==> src/rtl/rxd_link_pkg.sv <==
// Shared encodings and constants for the rxd link supervisor.
package rxd_link_pkg;

   localparam int TMR_W = 20;

   typedef enum logic [1:0] {
      ST_RESET  = 2'd0,
      ST_ACQ    = 2'd1,
      ST_LOCKED = 2'd2,
      ST_FAULT  = 2'd3
   } link_state_e;

   typedef enum logic [1:0] {
      FC_NONE = 2'd0,
      FC_BRK  = 2'd1,
      FC_PERR = 2'd2,
      FC_TOUT = 2'd3
   } fault_code_e;

   // The timer starts at 0 on state entry, so a duration of N cycles ends at N-1.
   function automatic logic [TMR_W-1:0] tmr_tc(input int cycles);
      return TMR_W'(cycles - 1);
   endfunction

endpackage

==> src/rtl/rxd_link_qual.sv <==
// Consecutive-condition counter: counts inc_i cycles, clr_i restarts it,
// hit_o flags the increment that reaches THRESH.
module rxd_link_qual #(
   parameter int THRESH = 8,
   parameter int CNT_W  = $clog2(THRESH + 1)
) (
   input  logic clk_i,
   input  logic rst_n_i,
   input  logic clr_i,
   input  logic inc_i,
   output logic hit_o
);

   logic [CNT_W-1:0] cnt_q;
   logic [CNT_W-1:0] cnt_d;

   always_comb begin
      cnt_d = cnt_q;
      if (clr_i) begin
         cnt_d = '0;
      end else if (inc_i && (cnt_q != CNT_W'(THRESH))) begin
         cnt_d = cnt_q + CNT_W'(1);
      end
   end

   always_ff @(posedge clk_i or negedge rst_n_i) begin
      if (!rst_n_i) begin
         cnt_q <= '0;
      end else begin
         cnt_q <= cnt_d;
      end
   end

   assign hit_o = inc_i && !clr_i && (cnt_q == CNT_W'(THRESH - 1));

endmodule

==> src/rtl/rxd_link_ctrl.sv <==
// Bring-up / supervision sequencer for one rxd detector channel.
// Optional fault counter enabled by defining RXD_LINK_FAULT_CNT_EN.
//
// state     | meaning
// ST_RESET  | detector held in re-arm (det_clr_n low) for CLR_CYC cycles
// ST_ACQ    | waiting for LOCK_CONFIRM clean lock cycles, bounded by ACQ_TIMEOUT
// ST_LOCKED | link up, supervising brk / pulse_err / lock_stat
// ST_FAULT  | holdoff before retry, or parked once the retry budget is spent
module rxd_link_ctrl
   import rxd_link_pkg::*;
#(
   parameter int CLR_CYC      = 20,
   parameter int LOCK_CONFIRM = 2000,
   parameter int ACQ_TIMEOUT  = 400000,
   parameter int ERR_TOL      = 200,
   parameter int HOLDOFF      = 20000,
   parameter int MAX_RETRY    = 3
) (
   input  logic       clk_20M,
   input  logic       clr,
   input  logic       lock_stat,
   input  logic       pulse_err,
   input  logic       phaselock_brk,
   input  logic       fault_ack,
   output logic       det_clr_n,
   output logic       link_ok,
   output logic [1:0] link_state,
   output logic [1:0] fault_code,
   output logic       fault_latched,
   output logic [7:0] fault_cnt
);

   localparam int RTRY_W = 8;

   link_state_e        state_q, state_d;
   fault_code_e        code_q, code_d;
   logic [TMR_W-1:0]   tmr_q, tmr_d;
   logic [RTRY_W-1:0]  retry_q, retry_d;
   logic               latched_q, latched_d;
   logic               det_clr_n_q;
   logic               link_ok_q;
   logic               fault_ev;
   logic               clean_lock;
   logic               conf_hit;
   logic               err_hit;

   assign clean_lock = lock_stat && !pulse_err && !phaselock_brk;

   rxd_link_qual #(.THRESH(LOCK_CONFIRM)) u_confirm (
      .clk_i   (clk_20M),
      .rst_n_i (clr),
      .clr_i   ((state_q != ST_ACQ) || !clean_lock),
      .inc_i   ((state_q == ST_ACQ) && clean_lock),
      .hit_o   (conf_hit)
   );

   rxd_link_qual #(.THRESH(ERR_TOL)) u_err_tol (
      .clk_i   (clk_20M),
      .rst_n_i (clr),
      .clr_i   ((state_q != ST_LOCKED) || !pulse_err),
      .inc_i   ((state_q == ST_LOCKED) && pulse_err),
      .hit_o   (err_hit)
   );

   always_comb begin
      state_d   = state_q;
      code_d    = code_q;
      retry_d   = retry_q;
      latched_d = latched_q;
      fault_ev  = 1'b0;

      case (state_q)
         ST_RESET: begin
            if (tmr_q == tmr_tc(CLR_CYC)) state_d = ST_ACQ;
         end
         ST_ACQ: begin
            if (phaselock_brk) begin
               state_d  = ST_FAULT;
               code_d   = FC_BRK;
               fault_ev = 1'b1;
            end else if (tmr_q == tmr_tc(ACQ_TIMEOUT)) begin
               state_d  = ST_FAULT;
               code_d   = FC_TOUT;
               fault_ev = 1'b1;
            end else if (conf_hit) begin
               state_d  = ST_LOCKED;
               retry_d  = '0;
            end
         end
         ST_LOCKED: begin
            if (phaselock_brk) begin
               state_d  = ST_FAULT;
               code_d   = FC_BRK;
               fault_ev = 1'b1;
            end else if (err_hit) begin
               state_d  = ST_FAULT;
               code_d   = FC_PERR;
               fault_ev = 1'b1;
            end else if (!lock_stat) begin
               state_d  = ST_FAULT;
               code_d   = FC_TOUT;
               fault_ev = 1'b1;
            end
         end
         ST_FAULT: begin
            if (fault_ack) begin
               state_d   = ST_RESET;
               code_d    = FC_NONE;
               retry_d   = '0;
               latched_d = 1'b0;
            end else if (!latched_q && (tmr_q == tmr_tc(HOLDOFF))) begin
               state_d = ST_RESET;
            end
         end
         default: state_d = ST_RESET;
      endcase

      // A fault on the same edge as an ack takes precedence; the ack is dropped.
      if (fault_ev) begin
         retry_d = retry_q + RTRY_W'(1);
         if (retry_d == RTRY_W'(MAX_RETRY)) latched_d = 1'b1;
      end else if (fault_ack && (state_q != ST_FAULT)) begin
         code_d = FC_NONE;
      end

      if (state_d != state_q) begin
         tmr_d = '0;
      end else if (tmr_q != '1) begin
         tmr_d = tmr_q + TMR_W'(1);
      end else begin
         tmr_d = tmr_q;
      end
   end

   always_ff @(posedge clk_20M or negedge clr) begin
      if (!clr) begin
         state_q     <= ST_RESET;
         code_q      <= FC_NONE;
         tmr_q       <= '0;
         retry_q     <= '0;
         latched_q   <= 1'b0;
         det_clr_n_q <= 1'b0;
         link_ok_q   <= 1'b0;
      end else begin
         state_q     <= state_d;
         code_q      <= code_d;
         tmr_q       <= tmr_d;
         retry_q     <= retry_d;
         latched_q   <= latched_d;
         det_clr_n_q <= (state_d != ST_RESET);
         link_ok_q   <= (state_d == ST_LOCKED);
      end
   end

`ifdef RXD_LINK_FAULT_CNT_EN
   logic [7:0] fcnt_q;

   always_ff @(posedge clk_20M or negedge clr) begin
      if (!clr) begin
         fcnt_q <= '0;
      end else if (fault_ev && (fcnt_q != 8'hFF)) begin
         fcnt_q <= fcnt_q + 8'd1;
      end
   end

   assign fault_cnt = fcnt_q;
`else
   assign fault_cnt = 8'd0;
`endif

   assign det_clr_n     = det_clr_n_q;
   assign link_ok       = link_ok_q;
   assign link_state    = state_q;
   assign fault_code    = code_q;
   assign fault_latched = latched_q;

endmodule
==> config.mk <==
export PLATFORM = sky130hd
export DESIGN_NAME = rxd_link_ctrl
export DESIGN_NICKNAME = d
export VERILOG_FILES = /design/src/rtl/rxd_link_pkg.sv /design/src/rtl/rxd_link_qual.sv /design/src/rtl/rxd_link_ctrl.sv
export SDC_FILE = /design/constraint.sdc
export NUM_CORES = 1
export LEC_CHECK = 0
export CELL_PAD_IN_SITES_DETAIL_PLACEMENT = 1
export CELL_PAD_IN_SITES_GLOBAL_PLACEMENT = 1
export CORE_ASPECT_RATIO = 0.6
export CORE_UTILIZATION = 54
export DETAILED_ROUTE_END_ITERATION = 12
export DONT_BUFFER_PORTS = 1
export GPL_TIMING_DRIVEN = 0
export PLACE_DENSITY_LB_ADDON = 0.1
export SYNTH_ARGS = -nofsm -noshare
export SYNTH_HDL_FRONTEND = slang
export SYNTH_HIERARCHICAL = 1
export SYNTH_SLANG_ARGS = --single-unit
==> constraint.sdc <==
create_clock -name clk_20M -period 9.05 [get_ports clk_20M]
set_input_delay 1.81 -clock clk_20M [delete_from_list [all_inputs] [get_ports clk_20M]]
set_output_delay 1.81 -clock clk_20M [all_outputs]
set_load 0.01 [all_outputs]
[Word level (Yosys, flattened, before mapping)]
Index checks and enable logic that the tools add are counted.
Storage, ports and cells
  register bits after elaboration: 54
  logic and storage cells: 102
Cells by class
  add/subtract/negate cells: 4
  equality and inequality tests: 21
  mux-type cells: 41
  reductions and logical operators: 27
Operator list (count)
  $mux W8: 7
  $mux W20: 2
  $mux W2: 17
  $mux W11: 2
  $add A20 B1 Y20 const B: 1
  $eq A20 B15 Y1 const B: 1
  $eq A20 B19 Y1 const B: 1
  $eq A20 B5 Y1 const B: 1
  $ne A20 B20 Y1 const B: 1
  $add A8 B1 Y8 const B: 2
  $pmux W8 S2: 1
  $logic_and A1 B1 Y1: 12
  $ne A3 B3 Y1 const B: 4
  $add A11 B1 Y11 const B: 1
  $eq A11 B11 Y1 const B: 1
  $ne A11 B11 Y1 const B: 1
  $mux W1: 9
  $eq A8 B2 Y1 const B: 1
  $eq A8 B8 Y1 const B: 1
  $ne A8 B8 Y1 const B: 1
  $pmux W2 S4: 1
  $reduce_bool A2 Y1: 4
  $eq A2 B2 Y1 const B: 3
  $logic_not A1 Y1: 6
  10 further kinds: 12

[Logic depth before layout (Yosys ltp)]
  word-level depth: 14
  gate-level depth with buffers: 16
  mapped depth without buffers: 13

[Hierarchy]
The synthesis kept the hierarchy.
By module, submodules not included
  rxd_link_ctrl: instances 1, cells an instance 304, area an instance 2738.9 µm²
  rxd_link_qual at u_confirm: instances 1, cells an instance 68, area an instance 666.9 µm²
  rxd_link_qual at u_err_tol: instances 1, cells an instance 48, area an instance 446.7 µm²

[Worst setup path after synthesis]
OpenSTA, ideal clock, no wires.
  path kind: input port to flip-flop
  start point: input port phaselock_brk
  end point: register tmr_q[7]
  arrival: 4135 ps
  data required time: 8955 ps
  path slack: 4820 ps
  stages on the path: 14
  path through: buf_6 > nand2b_1 > or3_1 > inv_1 > buf_4 > nand4_4 > or3_1 > nor3_1 > o31a_1 > a21oi_2 > o21ai_1 > o2bb2ai_2 > buf_6 > nor4b_2
On the way
  longest elaborated chain between the ends: 13
RTL lines
  start, declared: line rxd_link_ctrl.sv:23  | input logic phaselock_brk,
  $logic_not A1 Y1 (*): line rxd_link_ctrl.sv:47  | assign clean_lock = lock_stat && !pulse_err && !phaselock_brk;
  $logic_and A1 B1 Y1 (*): line rxd_link_ctrl.sv:47
  $logic_not A1 Y1: line rxd_link_ctrl.sv:52  | .clr_i ((state_q != ST_ACQ) || !clean_lock),
  $logic_or A1 B1 Y1: line rxd_link_ctrl.sv:52
  $logic_not A1 Y1: line rxd_link_qual.sv:34  | assign hit_o = inc_i && !clr_i && (cnt_q == CNT_W'(THRESH - 1));
  $logic_and A1 B1 Y1 (*) (2 in series): line rxd_link_qual.sv:34
  named net conf_hit: line rxd_link_ctrl.sv:44  | logic conf_hit;
  $mux W2 (*): line rxd_link_ctrl.sv:85  | end else if (conf_hit) begin
  $mux W2 (*): line rxd_link_ctrl.sv:81  | end else if (tmr_q == tmr_tc(ACQ_TIMEOUT)) begin
  $mux W2 (*): line rxd_link_ctrl.sv:77  | if (phaselock_brk) begin
  $pmux W2 S4 (*): line rxd_link_ctrl.sv:72  | case (state_q)
  $ne A2 B2 Y1 (*): line rxd_link_ctrl.sv:126  | if (state_d != state_q) begin
  $mux W20 or $reduce_bool A2 Y1 (tied branches)
  end signal, assigned: line rxd_link_ctrl.sv:147  | tmr_q <= tmr_d;
  end, declared: line rxd_link_ctrl.sv:37  | logic [TMR_W-1:0] tmr_q, tmr_d;
Mark *: on every way through the listed nets, which the timed path passes. The rest lies on a longest branch.
A chain may end at the register's enable or synchronous reset.

[Worst setup path after layout]
  start point: input port phaselock_brk
  end point: register retry_q[7]
On the way
  longest elaborated chain between the ends: 9
RTL lines
  $logic_not A1 Y1 (*): line rxd_link_ctrl.sv:47
  $logic_and A1 B1 Y1 (*): line rxd_link_ctrl.sv:47
  $logic_not A1 Y1: line rxd_link_ctrl.sv:52
  $logic_or A1 B1 Y1: line rxd_link_ctrl.sv:52
  $logic_not A1 Y1: line rxd_link_qual.sv:34
  $logic_and A1 B1 Y1 (*) (2 in series): line rxd_link_qual.sv:34
  named net conf_hit: line rxd_link_ctrl.sv:44
  $ne A3 B3 Y1 (no line) (*)
  $reduce_and A5 Y1 (no line) (*)
  end signal, assigned: line rxd_link_ctrl.sv:148  | retry_q <= retry_d;
  end, declared: line rxd_link_ctrl.sv:38  | logic [RTRY_W-1:0] retry_q, retry_d;
Marked as above.

==> flow_metrics.tcl <==
set metrics [dict create \
    internal-power_uw 516 \
    power_density_mw_per_mm2 224 \
    cts.clk_slew.worst_paths_ns 0.06 \
    synth_seq_area_share_pct 35.1 \
    r2r_slack_ns 4.72 \
    layout_worst_path_cycle_share_pct 50.8 \
    die_area_sq_mm 0.00749 \
    via_per_inst 6.65 \
    ctsResizeCount 0 \
    end_kind "register" \
    synth_edf_count 0 \
    multi_input_area_sq_mm 0.00228 \
    rsz0062_at_grt "false" \
    tightest_slew_ns 0.801 \
    max_freq_mhz 217 \
    grt_pass1_wl_mm 17.6 \
    path_buf_inv 3 \
    area_growth_pct 7.34 \
    crit_family "simple AND/OR/NAND/NOR gates" \
    drive_above_1_share_pct 14.3 \
    drt_iter0_drc 296 \
    clockBufferDepth 2 \
    chipHeight_um 67.4 \
    hold_path.class "register to register" \
    final_cell_mix "54 x dfrtp_1, 30 x nand2_1, 26 x o21ai_0, 25 x nand3_1, 23 x nor2_1" \
    grt_max_degree 55 \
    synth_ff_type "dfrtp_1" \
    reg2regPathDepth 15 \
    status "finished, violations left" \
    worst_setup_path_start_kind "primary input" \
    avgSynthCellArea_sq_um 9.17 \
    drv_cap 0 \
    routedWlPerCell_um 21.0 \
    violations "design-rule violations" \
    netlist_area_sq_mm 0.00385 \
    power_uw 925 \
    ir_worst_vdd_mv 0.0866 \
    cts_hold_buffers 0 \
    antenna_found_initial 0 \
    seqPwrFrac_pct 34.7 \
    finalInstanceArea_sq_mm 0.00414 \
    ant_nets 0 \
    cp_slowest_stage_delay_ns 0.51 \
    setup_violations 0 \
    drv_slew 0 \
    crit_fanout 10 \
    clk_latency_ns 0.30 \
    drtPass1Iterations 9 \
    place_area_sq_mm 0.00399 \
    n_antenna_cell 0 \
    final_common_cell "dfrtp_1" \
    cts-buffers-inserted 5 \
    worstPathCellList "buf_6, nand2b_1, or3_1, inv_1, buf_4, nand4_4, or3_1, nor3_1, nand2_1, nor2_1, o21ai_0, a21oi_1, o21ai_0" \
    post_cts_buffers 0 \
    leakagePower_uw 0.00162 \
    fin_setup_tns_ns 0 \
    cts_tree "built" \
    p_sw_uw 409 \
    root_buffer "clkbuf_16" \
    htreeDepth 2 \
    crit_slowest_cell "a21oi_1" \
    async_reset_ff_share_pct 100 \
    hold_start "u_err_tol/cnt_q[7]" \
    worstReg2RegEnd "retry_q[7]" \
    seq_area_sq_mm 0.00135 \
    pwr-share-comb_pct 43.8 \
    start_util_pct 56.7 \
    hold_viol 0 \
    holdPathStages 2 \
    critical_path_class "primary input to register" \
    fin_nets 451 \
    ys_ff_latch 54 \
    gr-total-overflow 0 \
    finClkSkew_ns 0.00682 \
    portBuffers 0 \
    post-dp-hpwl_mm 7.92 \
    design.core.area_sq_mm 0.00679 \
    min_period_ns 4.60 \
    worstPathRequired_ns 9.20 \
    cp.arrival_ns 4.75 \
    final_core_util_pct 60.9 \
    relSlewSlack_pct 46.3 \
    wirelength_mm 10.9 \
    num_rows 23 \
    clock_power_share_pct 21.5 \
    ios 21 \
    nFillCells 793 \
    netlist_instances 420 \
    swShare_pct 44.2 \
    drc_errors 2 \
    cts.sinks 54 \
    die_w_um 111 \
    r2r_start "link_state[1]" \
    vias 3471 \
    synthDistinctLibCells 68 \
    ys_warn_count 6 \
    min_to "u_err_tol/cnt_q[7]" \
    track_usage_pct 30.7 \
    holdWs_ns 0.565 \
    gp_congestion 0.869 \
    grt_pass1_vias 3308 \
]
[power groups by stage]
stage                     clock [uW]  sequential [uW]  combinational, uW
final                            199              321                405
after global routing             209              327                441
after CTS                        204              319                402
after detailed placement           0              324                397
after global placement             0              321                386
after floorplan                    0              310                309
[metal layers]
| layer | share of wire [%] | vias up | GRT usage (%) |
|---|---|---|---|
| li1 | - | 1598 | - |
| met1 | 48 | 1747 | 43.8 |
| met2 | 45 | 113 | 48.3 |
| met3 | 6.1 | 13 | 6.19 |
| met4 | 1.2 | 0 | 7.26 |
| met5 | 0 | - | 0 |
[worst register-to-register path: stages (launching register included)]
cell and delay (ns):
dfrtp_1 0.52, inv_1 0.20, ha_1 0.17, clkbuf_1 0.34, inv_1 0.19, or3_1 0.53
inv_1 0.10, buf_4 0.17, nand4_4 0.18, or3_1 0.35, nor3_1 0.36, nand2_1 0.12
nor2_1 0.13, o21ai_0 0.11, a21oi_1 0.51, o21ai_0 0.20
[metrics by stage]
| stage | setup WS, ns | cells |
|---|---|---|
| finish | 4.45 | 522 |
| global route | 4.17 | 522 |
| CTS | 4.49 | 522 |
| detailed placement | 4.18 | 514 |
| global placement | 4.35 | 514 |
| floorplan | 4.82 | 427 |
[state kept, by name, summed over array words and instances (netlist names)]
signal and cells:
tmr_q 20, fault_latched 1, fault_code 2, u_err_tol/cnt_q 8
link_state 2, u_confirm/cnt_q 11, link_ok 1, det_clr_n 1
retry_q 8
[synth_stat cells (6+ instances only)]
cell       instances  area, sq um
nor4_1             6         37.5
nor3_1             7         35.0
nand3_1           25          125
nor2b_1            8         50.1
xnor2_1            9         78.8
dfrtp_1           54         1350
buf_2              6         30.0
inv_1             18         67.6
buf_4             11         82.6
nor2_1            23         86.3
nand2b_1          10         62.6
o2111ai_1          6         52.6
nand4_1           11         68.8
a21oi_1           19         95.1
xor2_1             7         61.3
o21ai_0           26          130
nor4_2            19          238
or3_1             10         62.6
clkbuf_1           8         30.0
and4_1             7         61.3
nand2_1           30          113
ha_1              11          138
o22ai_1            7         43.8
[how the worst max path moves through the flow]
stage	startpoint	end	slack [ns]	cells past startpoint
final	phaselock_brk	retry_q[7]	4.45	13
after detailed placement	phaselock_brk	retry_q[7]	4.18	13
after global routing	phaselock_brk	retry_q[6]	4.17	13
after floorplan	phaselock_brk	tmr_q[7]	4.82	14
after global placement	phaselock_brk	retry_q[0]	4.35	13
after CTS	phaselock_brk	retry_q[7]	4.49	13
[kinds of logic after synthesis]
group | count (synthesis) | synth area share [%]
AND/OR/NAND/NOR | 188 | 32.7
AO/OA/AOI/OAI | 99 | 17.1
flip-flops | 54 | 35.1
buffers and inverters | 46 | 6.33
XOR/XNOR | 16 | 3.64
adder cells (fa/ha/maj) | 11 | 3.57
multiplexers | 5 | 1.43
other | 1 | 0.0973
[layout make-up]
cell class                      instances  area share [%]
Tap cell                               87            2.63
Multi-Input combinational cell        327            55.2
Sequential cell                        54            32.7
Inverter                               18            1.63
Buffer                                 28            4.27
Clock buffer                            7            3.45
Clock inverter                          1           0.121
Power figures use the tool's default switching activity.
